===== src/rtl/datamover_pkg.sv =====
// rtl/datamover_pkg.sv - DataMover S2MM command/status field layout and FSM encoding
package datamover_pkg;

    localparam int CMD_W         = 72;
    localparam int CMD_TAG_LSB   = 64;
    localparam int CMD_TAG_W     = 4;
    localparam int CMD_SADDR_LSB = 32;
    localparam int CMD_SADDR_W   = 32;
    localparam int CMD_DRR_BIT   = 31;
    localparam int CMD_EOF_BIT   = 30;
    localparam int CMD_DSA_LSB   = 24;
    localparam int CMD_DSA_W     = 6;
    localparam int CMD_TYPE_BIT  = 23;
    localparam int CMD_BTT_W     = 23;

    localparam logic                 CMD_DRR       = 1'b0;
    localparam logic                 CMD_TYPE_INCR = 1'b1;
    localparam logic [CMD_DSA_W-1:0] CMD_DSA       = '0;

    localparam int STS_OKAY_BIT   = 7;
    localparam int STS_SLVERR_BIT = 6;
    localparam int STS_DECERR_BIT = 5;
    localparam int STS_INTERR_BIT = 4;
    localparam int STS_TAG_W      = 4;

    typedef enum logic [1:0] {
        ST_IDLE  = 2'd0,
        ST_ISSUE = 2'd1,
        ST_DRAIN = 2'd2,
        ST_DONE  = 2'd3
    } state_e;

    function automatic logic [CMD_W-1:0] pack_cmd(
        input logic [CMD_TAG_W-1:0]   tag,
        input logic [CMD_SADDR_W-1:0] saddr,
        input logic                   eof,
        input logic [CMD_BTT_W-1:0]   btt
    );
        logic [CMD_W-1:0] w;
        w                              = '0;
        w[CMD_TAG_LSB +: CMD_TAG_W]     = tag;
        w[CMD_SADDR_LSB +: CMD_SADDR_W] = saddr;
        w[CMD_DRR_BIT]                  = CMD_DRR;
        w[CMD_EOF_BIT]                  = eof;
        w[CMD_DSA_LSB +: CMD_DSA_W]     = CMD_DSA;
        w[CMD_TYPE_BIT]                 = CMD_TYPE_INCR;
        w[0 +: CMD_BTT_W]               = btt;
        return w;
    endfunction

endpackage


===== src/rtl/datamover_btt_calc.sv =====
// rtl/datamover_btt_calc.sv - burst length that never crosses a MAX_BURST_BYTES boundary
module datamover_btt_calc #(
    parameter int ADDR_WIDTH      = 32,
    parameter int BTT_WIDTH       = 23,
    parameter int MAX_BURST_BYTES = 4096
) (
    input  logic [ADDR_WIDTH-1:0] addr,
    input  logic [31:0]           remaining,
    output logic [BTT_WIDTH-1:0]  btt,
    output logic                  eof
);

    localparam logic [31:0] BURST = 32'(MAX_BURST_BYTES);

    logic [31:0] offset;
    logic [31:0] room;
    logic [31:0] len;

    always_comb begin
        offset = 32'(addr) & (BURST - 32'd1);
        room   = BURST - offset;
        len    = (remaining < room) ? remaining : room;
        btt    = BTT_WIDTH'(len);
        eof    = (len == remaining);
    end

endmodule


===== src/rtl/datamover_cmd_gen.sv =====
// rtl/datamover_cmd_gen.sv - splits a byte range into DataMover S2MM commands and checks status
module datamover_cmd_gen
    import datamover_pkg::*;
#(
    parameter int ADDR_WIDTH      = 32,
    parameter int BTT_WIDTH       = 23,
    parameter int MAX_BURST_BYTES = 4096,
    parameter int MAX_OUTSTANDING = 4
) (
    input  logic        clk_in1,
    input  logic        areset,
    input  logic        start,
    input  logic [31:0] base_addr,
    input  logic [31:0] total_bytes,
    output logic        busy,
    output logic        done,
    output logic        error,
    output logic [71:0] cmd_tdata,
    output logic        cmd_tvalid,
    input  logic        cmd_tready,
    input  logic [7:0]  sts_tdata,
    input  logic        sts_tvalid,
    output logic        sts_tready
);

    state_e                state_q, state_d;
    logic [ADDR_WIDTH-1:0] addr_q, addr_d;
    logic [31:0]           remaining_q, remaining_d;
    logic [3:0]            tag_q, tag_d;
    logic [3:0]            exp_tag_q, exp_tag_d;
    logic [3:0]            outstanding_q, outstanding_d;
    logic                  error_q, error_d;
    logic                  done_q, done_d;
    logic                  busy_q, busy_d;
    logic                  cmd_tvalid_q, cmd_tvalid_d;
    logic                  sts_tready_q, sts_tready_d;
    logic [71:0]           cmd_tdata_q, cmd_tdata_d;

    logic                  cmd_hs;
    logic                  sts_hs;
    logic                  sts_bad;
    logic [BTT_WIDTH-1:0]  cmd_btt;
    logic [BTT_WIDTH-1:0]  nxt_btt;
    logic                  nxt_eof;

    // The word for the next state is built up front so every output leaves a flop.
    datamover_btt_calc #(
        .ADDR_WIDTH      (ADDR_WIDTH),
        .BTT_WIDTH       (BTT_WIDTH),
        .MAX_BURST_BYTES (MAX_BURST_BYTES)
    ) u_btt_calc (
        .addr      (addr_d),
        .remaining (remaining_d),
        .btt       (nxt_btt),
        .eof       (nxt_eof)
    );

    assign cmd_hs  = cmd_tvalid_q && cmd_tready;
    assign sts_hs  = sts_tvalid && sts_tready_q;
    assign cmd_btt = cmd_tdata_q[BTT_WIDTH-1:0];
    assign sts_bad = !sts_tdata[STS_OKAY_BIT] || sts_tdata[STS_SLVERR_BIT]
                  || sts_tdata[STS_DECERR_BIT] || sts_tdata[STS_INTERR_BIT]
                  || (sts_tdata[STS_TAG_W-1:0] != exp_tag_q)
                  || (outstanding_q == 4'd0);

    always_comb begin
        state_d       = state_q;
        addr_d        = addr_q;
        remaining_d   = remaining_q;
        tag_d         = tag_q;
        exp_tag_d     = exp_tag_q;
        outstanding_d = outstanding_q;
        error_d       = error_q;

        case (state_q)
            ST_IDLE: begin
                if (start) begin
                    error_d = 1'b0;
                    if (total_bytes != 32'd0) begin
                        addr_d        = ADDR_WIDTH'(base_addr);
                        remaining_d   = total_bytes;
                        tag_d         = 4'd0;
                        exp_tag_d     = 4'd0;
                        outstanding_d = 4'd0;
                        state_d       = ST_ISSUE;
                    end else begin
                        state_d = ST_DONE;
                    end
                end
            end
            ST_ISSUE, ST_DRAIN: begin
                if (cmd_hs) begin
                    addr_d      = addr_q + ADDR_WIDTH'(cmd_btt);
                    remaining_d = remaining_q - 32'(cmd_btt);
                    tag_d       = tag_q + 4'd1;
                end
                if (sts_hs) begin
                    exp_tag_d = exp_tag_q + 4'd1;
                    if (sts_bad) begin
                        error_d = 1'b1;
                    end
                end
                // An orphan status saturates the counter at zero instead of wrapping.
                if (cmd_hs && !sts_hs) begin
                    outstanding_d = outstanding_q + 4'd1;
                end else if (sts_hs && !cmd_hs && outstanding_q != 4'd0) begin
                    outstanding_d = outstanding_q - 4'd1;
                end
                if (state_q == ST_ISSUE && cmd_hs && remaining_d == 32'd0) begin
                    state_d = ST_DRAIN;
                end
                if (state_q == ST_DRAIN && outstanding_d == 4'd0) begin
                    state_d = ST_DONE;
                end
            end
            default: begin
                state_d = ST_IDLE;
            end
        endcase

        busy_d       = (state_d != ST_IDLE);
        done_d       = (state_d == ST_DONE);
        sts_tready_d = (state_d == ST_ISSUE) || (state_d == ST_DRAIN);
        cmd_tvalid_d = (state_d == ST_ISSUE) && (outstanding_d < 4'(MAX_OUTSTANDING));
        cmd_tdata_d  = (state_d == ST_ISSUE)
                     ? pack_cmd(tag_d, 32'(addr_d), nxt_eof, CMD_BTT_W'(nxt_btt))
                     : '0;
    end

    always_ff @(posedge clk_in1 or posedge areset) begin
        if (areset) begin
            state_q       <= ST_IDLE;
            addr_q        <= '0;
            remaining_q   <= '0;
            tag_q         <= '0;
            exp_tag_q     <= '0;
            outstanding_q <= '0;
            error_q       <= 1'b0;
            done_q        <= 1'b0;
            busy_q        <= 1'b0;
            cmd_tvalid_q  <= 1'b0;
            sts_tready_q  <= 1'b0;
            cmd_tdata_q   <= '0;
        end else begin
            state_q       <= state_d;
            addr_q        <= addr_d;
            remaining_q   <= remaining_d;
            tag_q         <= tag_d;
            exp_tag_q     <= exp_tag_d;
            outstanding_q <= outstanding_d;
            error_q       <= error_d;
            done_q        <= done_d;
            busy_q        <= busy_d;
            cmd_tvalid_q  <= cmd_tvalid_d;
            sts_tready_q  <= sts_tready_d;
            cmd_tdata_q   <= cmd_tdata_d;
        end
    end

    assign busy       = busy_q;
    assign done       = done_q;
    assign error      = error_q;
    assign cmd_tdata  = cmd_tdata_q;
    assign cmd_tvalid = cmd_tvalid_q;
    assign sts_tready = sts_tready_q;

endmodule


===== config.mk =====
export PLATFORM = sky130hd
export DESIGN_NAME = datamover_cmd_gen
export DESIGN_NICKNAME = d
export VERILOG_FILES = /design/src/rtl/datamover_pkg.sv /design/src/rtl/datamover_btt_calc.sv /design/src/rtl/datamover_cmd_gen.sv
export SDC_FILE = /design/constraint.sdc
export NUM_CORES = 1
export LEC_CHECK = 0
export ABC_AREA = 1
export CAP_MARGIN = 20
export CORE_ASPECT_RATIO = 0.9
export CORE_MARGIN = 5
export CORE_UTILIZATION = 30
export CTS_BUF_LIST = sky130_fd_sc_hd__clkbuf_16
export CTS_CLUSTER_SIZE = 25
export DETAILED_ROUTE_END_ITERATION = 12
export GPL_TIMING_DRIVEN = 0
export PLACE_DENSITY = 0.51
export SETUP_SLACK_MARGIN = 0.3
export SLEW_MARGIN = 20
export SYNTH_ARGS = -nofsm -noshare
export SYNTH_HDL_FRONTEND = slang
export SYNTH_SLANG_ARGS = --single-unit

===== constraint.sdc =====
create_clock -name clk_in1 -period 6.42 [get_ports clk_in1]
set_clock_uncertainty 0.1 [all_clocks]
set_input_delay 0.963 -clock clk_in1 [delete_from_list [all_inputs] [get_ports clk_in1]]
set_output_delay 0.963 -clock clk_in1 [all_outputs]
set_load 0.005 [all_outputs]

==> impl_metrics.env <==
export IMPL_synth_cell_area_sq_mm=0.0116
export IMPL_synth_cells=1760
export IMPL_clock_path_buffers=2
export IMPL_crit_required_ns=6.65
export IMPL_clk_latency_ns=0.46
export IMPL_htreeDepth=4
export IMPL_yosysTopAreaCellShare_pct=31.1
export IMPL_rr_endpoint="cmd_tdata[0]"
export IMPL_synth_ff_type="dfrtp_1"
export IMPL_grt_max_degree=74
export IMPL_ant_nets=0
export IMPL_ys_ff_latch=144
export IMPL_cts_sinks=144
export IMPL_yosys_area_top_type="dfrtp_1"
export IMPL_drc=0
export IMPL_antenna_found_initial=1
export IMPL_synthArstFlopShare_pct=100
export IMPL_core_sq_mm=0.0383
export IMPL_rr_startpoint="state_q[0]"
export IMPL_worst_hold_path_type="reg2reg"
export IMPL_pin_count=154
export IMPL_p_int_mw=3.78
export IMPL_grt_overflow_total=0
export IMPL_fmax_ghz=0.171
export IMPL_clockPowerShare_pct=13.1
export IMPL_swShare_pct=53.9
export IMPL_numPortBuffers=142
export IMPL_min_delay_start="error"
export IMPL_cts_reportedPaths_clkPinSlew_ns=0.07
export IMPL_r2r_cells=12
export IMPL_drt_pre_antenna_iters=5
export IMPL_worst_path_max_delay_cell="clkdlybuf4s50_1"
export IMPL_maxCapViolCount=0
export IMPL_worst_r2r_setup_slack_ns=0.93
export IMPL_cp_end_kind="flop"
export IMPL_placed_area_sq_mm=0.0137
export IMPL_worstPathMaxFanout=10
export IMPL_power_frac_comb_pct=67.9
export IMPL_root_buffer="clkbuf_16"
export IMPL_drtIter0Drc=1056
export IMPL_p_leak_nw=7.16
export IMPL_status="finished, final reports clean"
export IMPL_synth_area_per_cell_sq_um=6.59
export IMPL_p_total_mw=8.21
export IMPL_timing_slew_headroom_pct=30.5
export IMPL_seqPwrFrac_pct=19.0
export IMPL_synth_top_cells_by_area="dfrtp_1 31%, nand2_1 13%, inv_1 8.9%"
export IMPL_grt_pass1_wl_um=70500
export IMPL_stdcell_area_sq_mm=0.0144
export IMPL_drt_wl_total_um=46100
export IMPL_layout_commonest_cell="nand2_1"
export IMPL_start_util_pct=30.3
export IMPL_gp_congestion=0.981
export IMPL_yosysSeqAreaShare_pct=31.1
export IMPL_rsz0062_at_grt="no"
export IMPL_post_drt_wl_per_cell_um=18.9
export IMPL_cts_tree="built"
export IMPL_netSwitchingPower_mw=4.43
export IMPL_cp_arrival_ns=6.08
export IMPL_p_per_area_mw_per_mm2=571
export IMPL_grtUsageTotal_pct=21.4
export IMPL_synth_edf_count=0
export IMPL_dp_hpwl_um=36700
export IMPL_critPathMaxStageDelay_ns=0.54
export IMPL_nets=2091
export IMPL_setup_viol=0
export IMPL_die_area_sq_mm=0.0427
export IMPL_fill_cells=4100
export IMPL_slew_viol_final=0
export IMPL_holdPathEnd="error"
export IMPL_rows=68
export IMPL_final_cell_mix="398 x nand2_1, 273 x inv_1, 211 x nor2_1, 144 x dfrtp_1, 142 x clkdlybuf4s50_1"
export IMPL_numCtsBuffers=17
export IMPL_syn_to_final_growth_pct=24.1
export IMPL_die_height_um=197
export IMPL_die_w_um=217
export IMPL_startpoint_type="input port"
export IMPL_crit_chain="clkdlybuf4s50_1, nor2_1, nand3_1, nor2_1, nand2_1, o21ai_2, buf_4, a21oi_1, o21ai_0, nand2_1, o21ai_0, nand2_1, nor2_2, nand4_1, xor2_1, ha_1, a21oi_1, o21ai_0, a21o_1, nor2_1, nand3_4, buf_6, buf_2, o31ai_2"
export IMPL_worstSetupPathType="in2reg"
export IMPL_yosys_warnings=0
export IMPL_ir_worst_vdd_uv=184
export IMPL_vias=12200
export IMPL_post_route_period_util_pct=91.2
export IMPL_min_path_cells=2
export IMPL_hold_viol_final=0
export IMPL_synth_distinct_cells=48
export IMPL_first_global_vias=11800
export IMPL_tightest_slew_ns=1.04
export IMPL_drive_gt1_share_pct=4.35
export IMPL_setup_tns_ns=0
export IMPL_viasPerCell=4.98
export IMPL_period_needed_ns=5.85
## power groups by stage
stage,Combinational (mW),Clock [mW],Sequential (mW)
after floorplan,3.79,0,1.47
after global placement,5.43,0,1.57
after detailed placement,5.47,0,1.57
after CTS,5.53,1.10,1.56
after global routing,6.32,1.13,1.60
final,5.57,1.08,1.56
## layer usage
| layer | up-vias | wire length (um) | global-route usage, % |
|---|---|---|---|
| met5 | - | 0 | 0 |
| li1 | 6041 | - | - |
| met3 | 66 | 3010 | 4.01 |
| met4 | 0 | 1110 | 6.34 |
| met1 | 5688 | 21500 | 30.1 |
| met2 | 398 | 20500 | 33.8 |
## how the worst max path moves through the flow
stage,start,end,depth (start not counted)
4_1_cts,cmd_tready,cmd_tdata[0],22
2_1_floorplan,areset,addr_q[0],1
3_3_place_gp,areset,remaining_q[28],2
6_report,total_bytes[8],cmd_tdata[0],24
3_5_place_dp,cmd_tready,cmd_tvalid,22
5_1_grt,total_bytes[8],cmd_tdata[0],24
## what timing repair did
item | 4_1_cts | 5_1_grt
endpoints found under the setup margin | 40 | 41
setup buffers | 0 | 0
resized for setup | 9 | 7
hold buffers | 0 | 0
## through the flow
| step | instances | util [%] | worst slack, ns | hold slack [ns] |
|---|---|---|---|---|
| 2_1_floorplan | 1780 | - | 1.49 | 0.376 |
| 3_3_place_gp | 2412 | 35.8 | -1.06 | 0.374 |
| 3_5_place_dp | 2413 | 35.9 | -0.851 | 0.377 |
| 4_1_cts | 2445 | 37.5 | 0.360 | 0.393 |
| 5_1_grt | 2446 | 37.6 | 0.309 | 0.414 |
| 6_report | 2447 | 37.6 | 0.565 | 0.389 |
## critical path: cells and delay by family
kind,cells,cell delay (ns)
buffers and inverters,4,1.21
adders and majority gates,1,0.31
and+or+nand+nor,10,1.78
AOI/OAI and AO/OA,8,1.49
xor gates and xnor gates,1,0.30
## cell usage after synthesis (6+ instances only)
master      n
nor2_1    213
o21ai_0   133
nand2_1   399
buf_1       6
or2_2       7
a21oi_1   126
nand3b_1    8
nand3_1   119
o21ai_1    14
buf_4      14
a22oi_1     8
a31oi_1    12
ha_1       70
and2_1     13
o22ai_1     7
inv_1     276
xor2_1     24
a211oi_1   12
o211ai_1   14
buf_2       7
dfrtp_1   144
xnor2_1    18
nor3_1     10
nand4_1    18
clkbuf_1   38
## registers in the layout (all words and copies together) (netlist names)
register,cells
outstanding_q,4
busy,1
cmd_tdata,61
sts_tready,1
remaining_q,32
tag_q,4
exp_tag_q,4
state_q,2
done,1
cmd_tvalid,1
addr_q,32
error,1
## area by class of cell
type                            instances  area [sq um]  share of cell area (%)
Multi-Input combinational cell       1289          6690                    46.5
Sequential cell                       144          3600                    25.0
Timing Repair Buffer                  143          1450                    10.1
Inverter                              277          1050                    7.28
Tap cell                              490           613                    4.26
Clock buffer                           17           425                    2.96
Buffer                                 70           373                    2.59
Clock inverter                         15           184                    1.28
Antenna cell                            2          5.00                  0.0348
## cell families (layout without fill, tap and decap cells)
family	Yosys count	count (layout)	synth area share (%)
adders and majority gates	72	72	7.90
other	1	23	0.0323
AOI/OAI and AO/OA	358	358	17.2
buffers and inverters	347	522	12.1
xor gates and xnor gates	42	42	3.17
DFF	144	144	31.1
and+or+nand+nor	796	796	28.5
No activity file was read; power rests on OpenSTA's default activity.
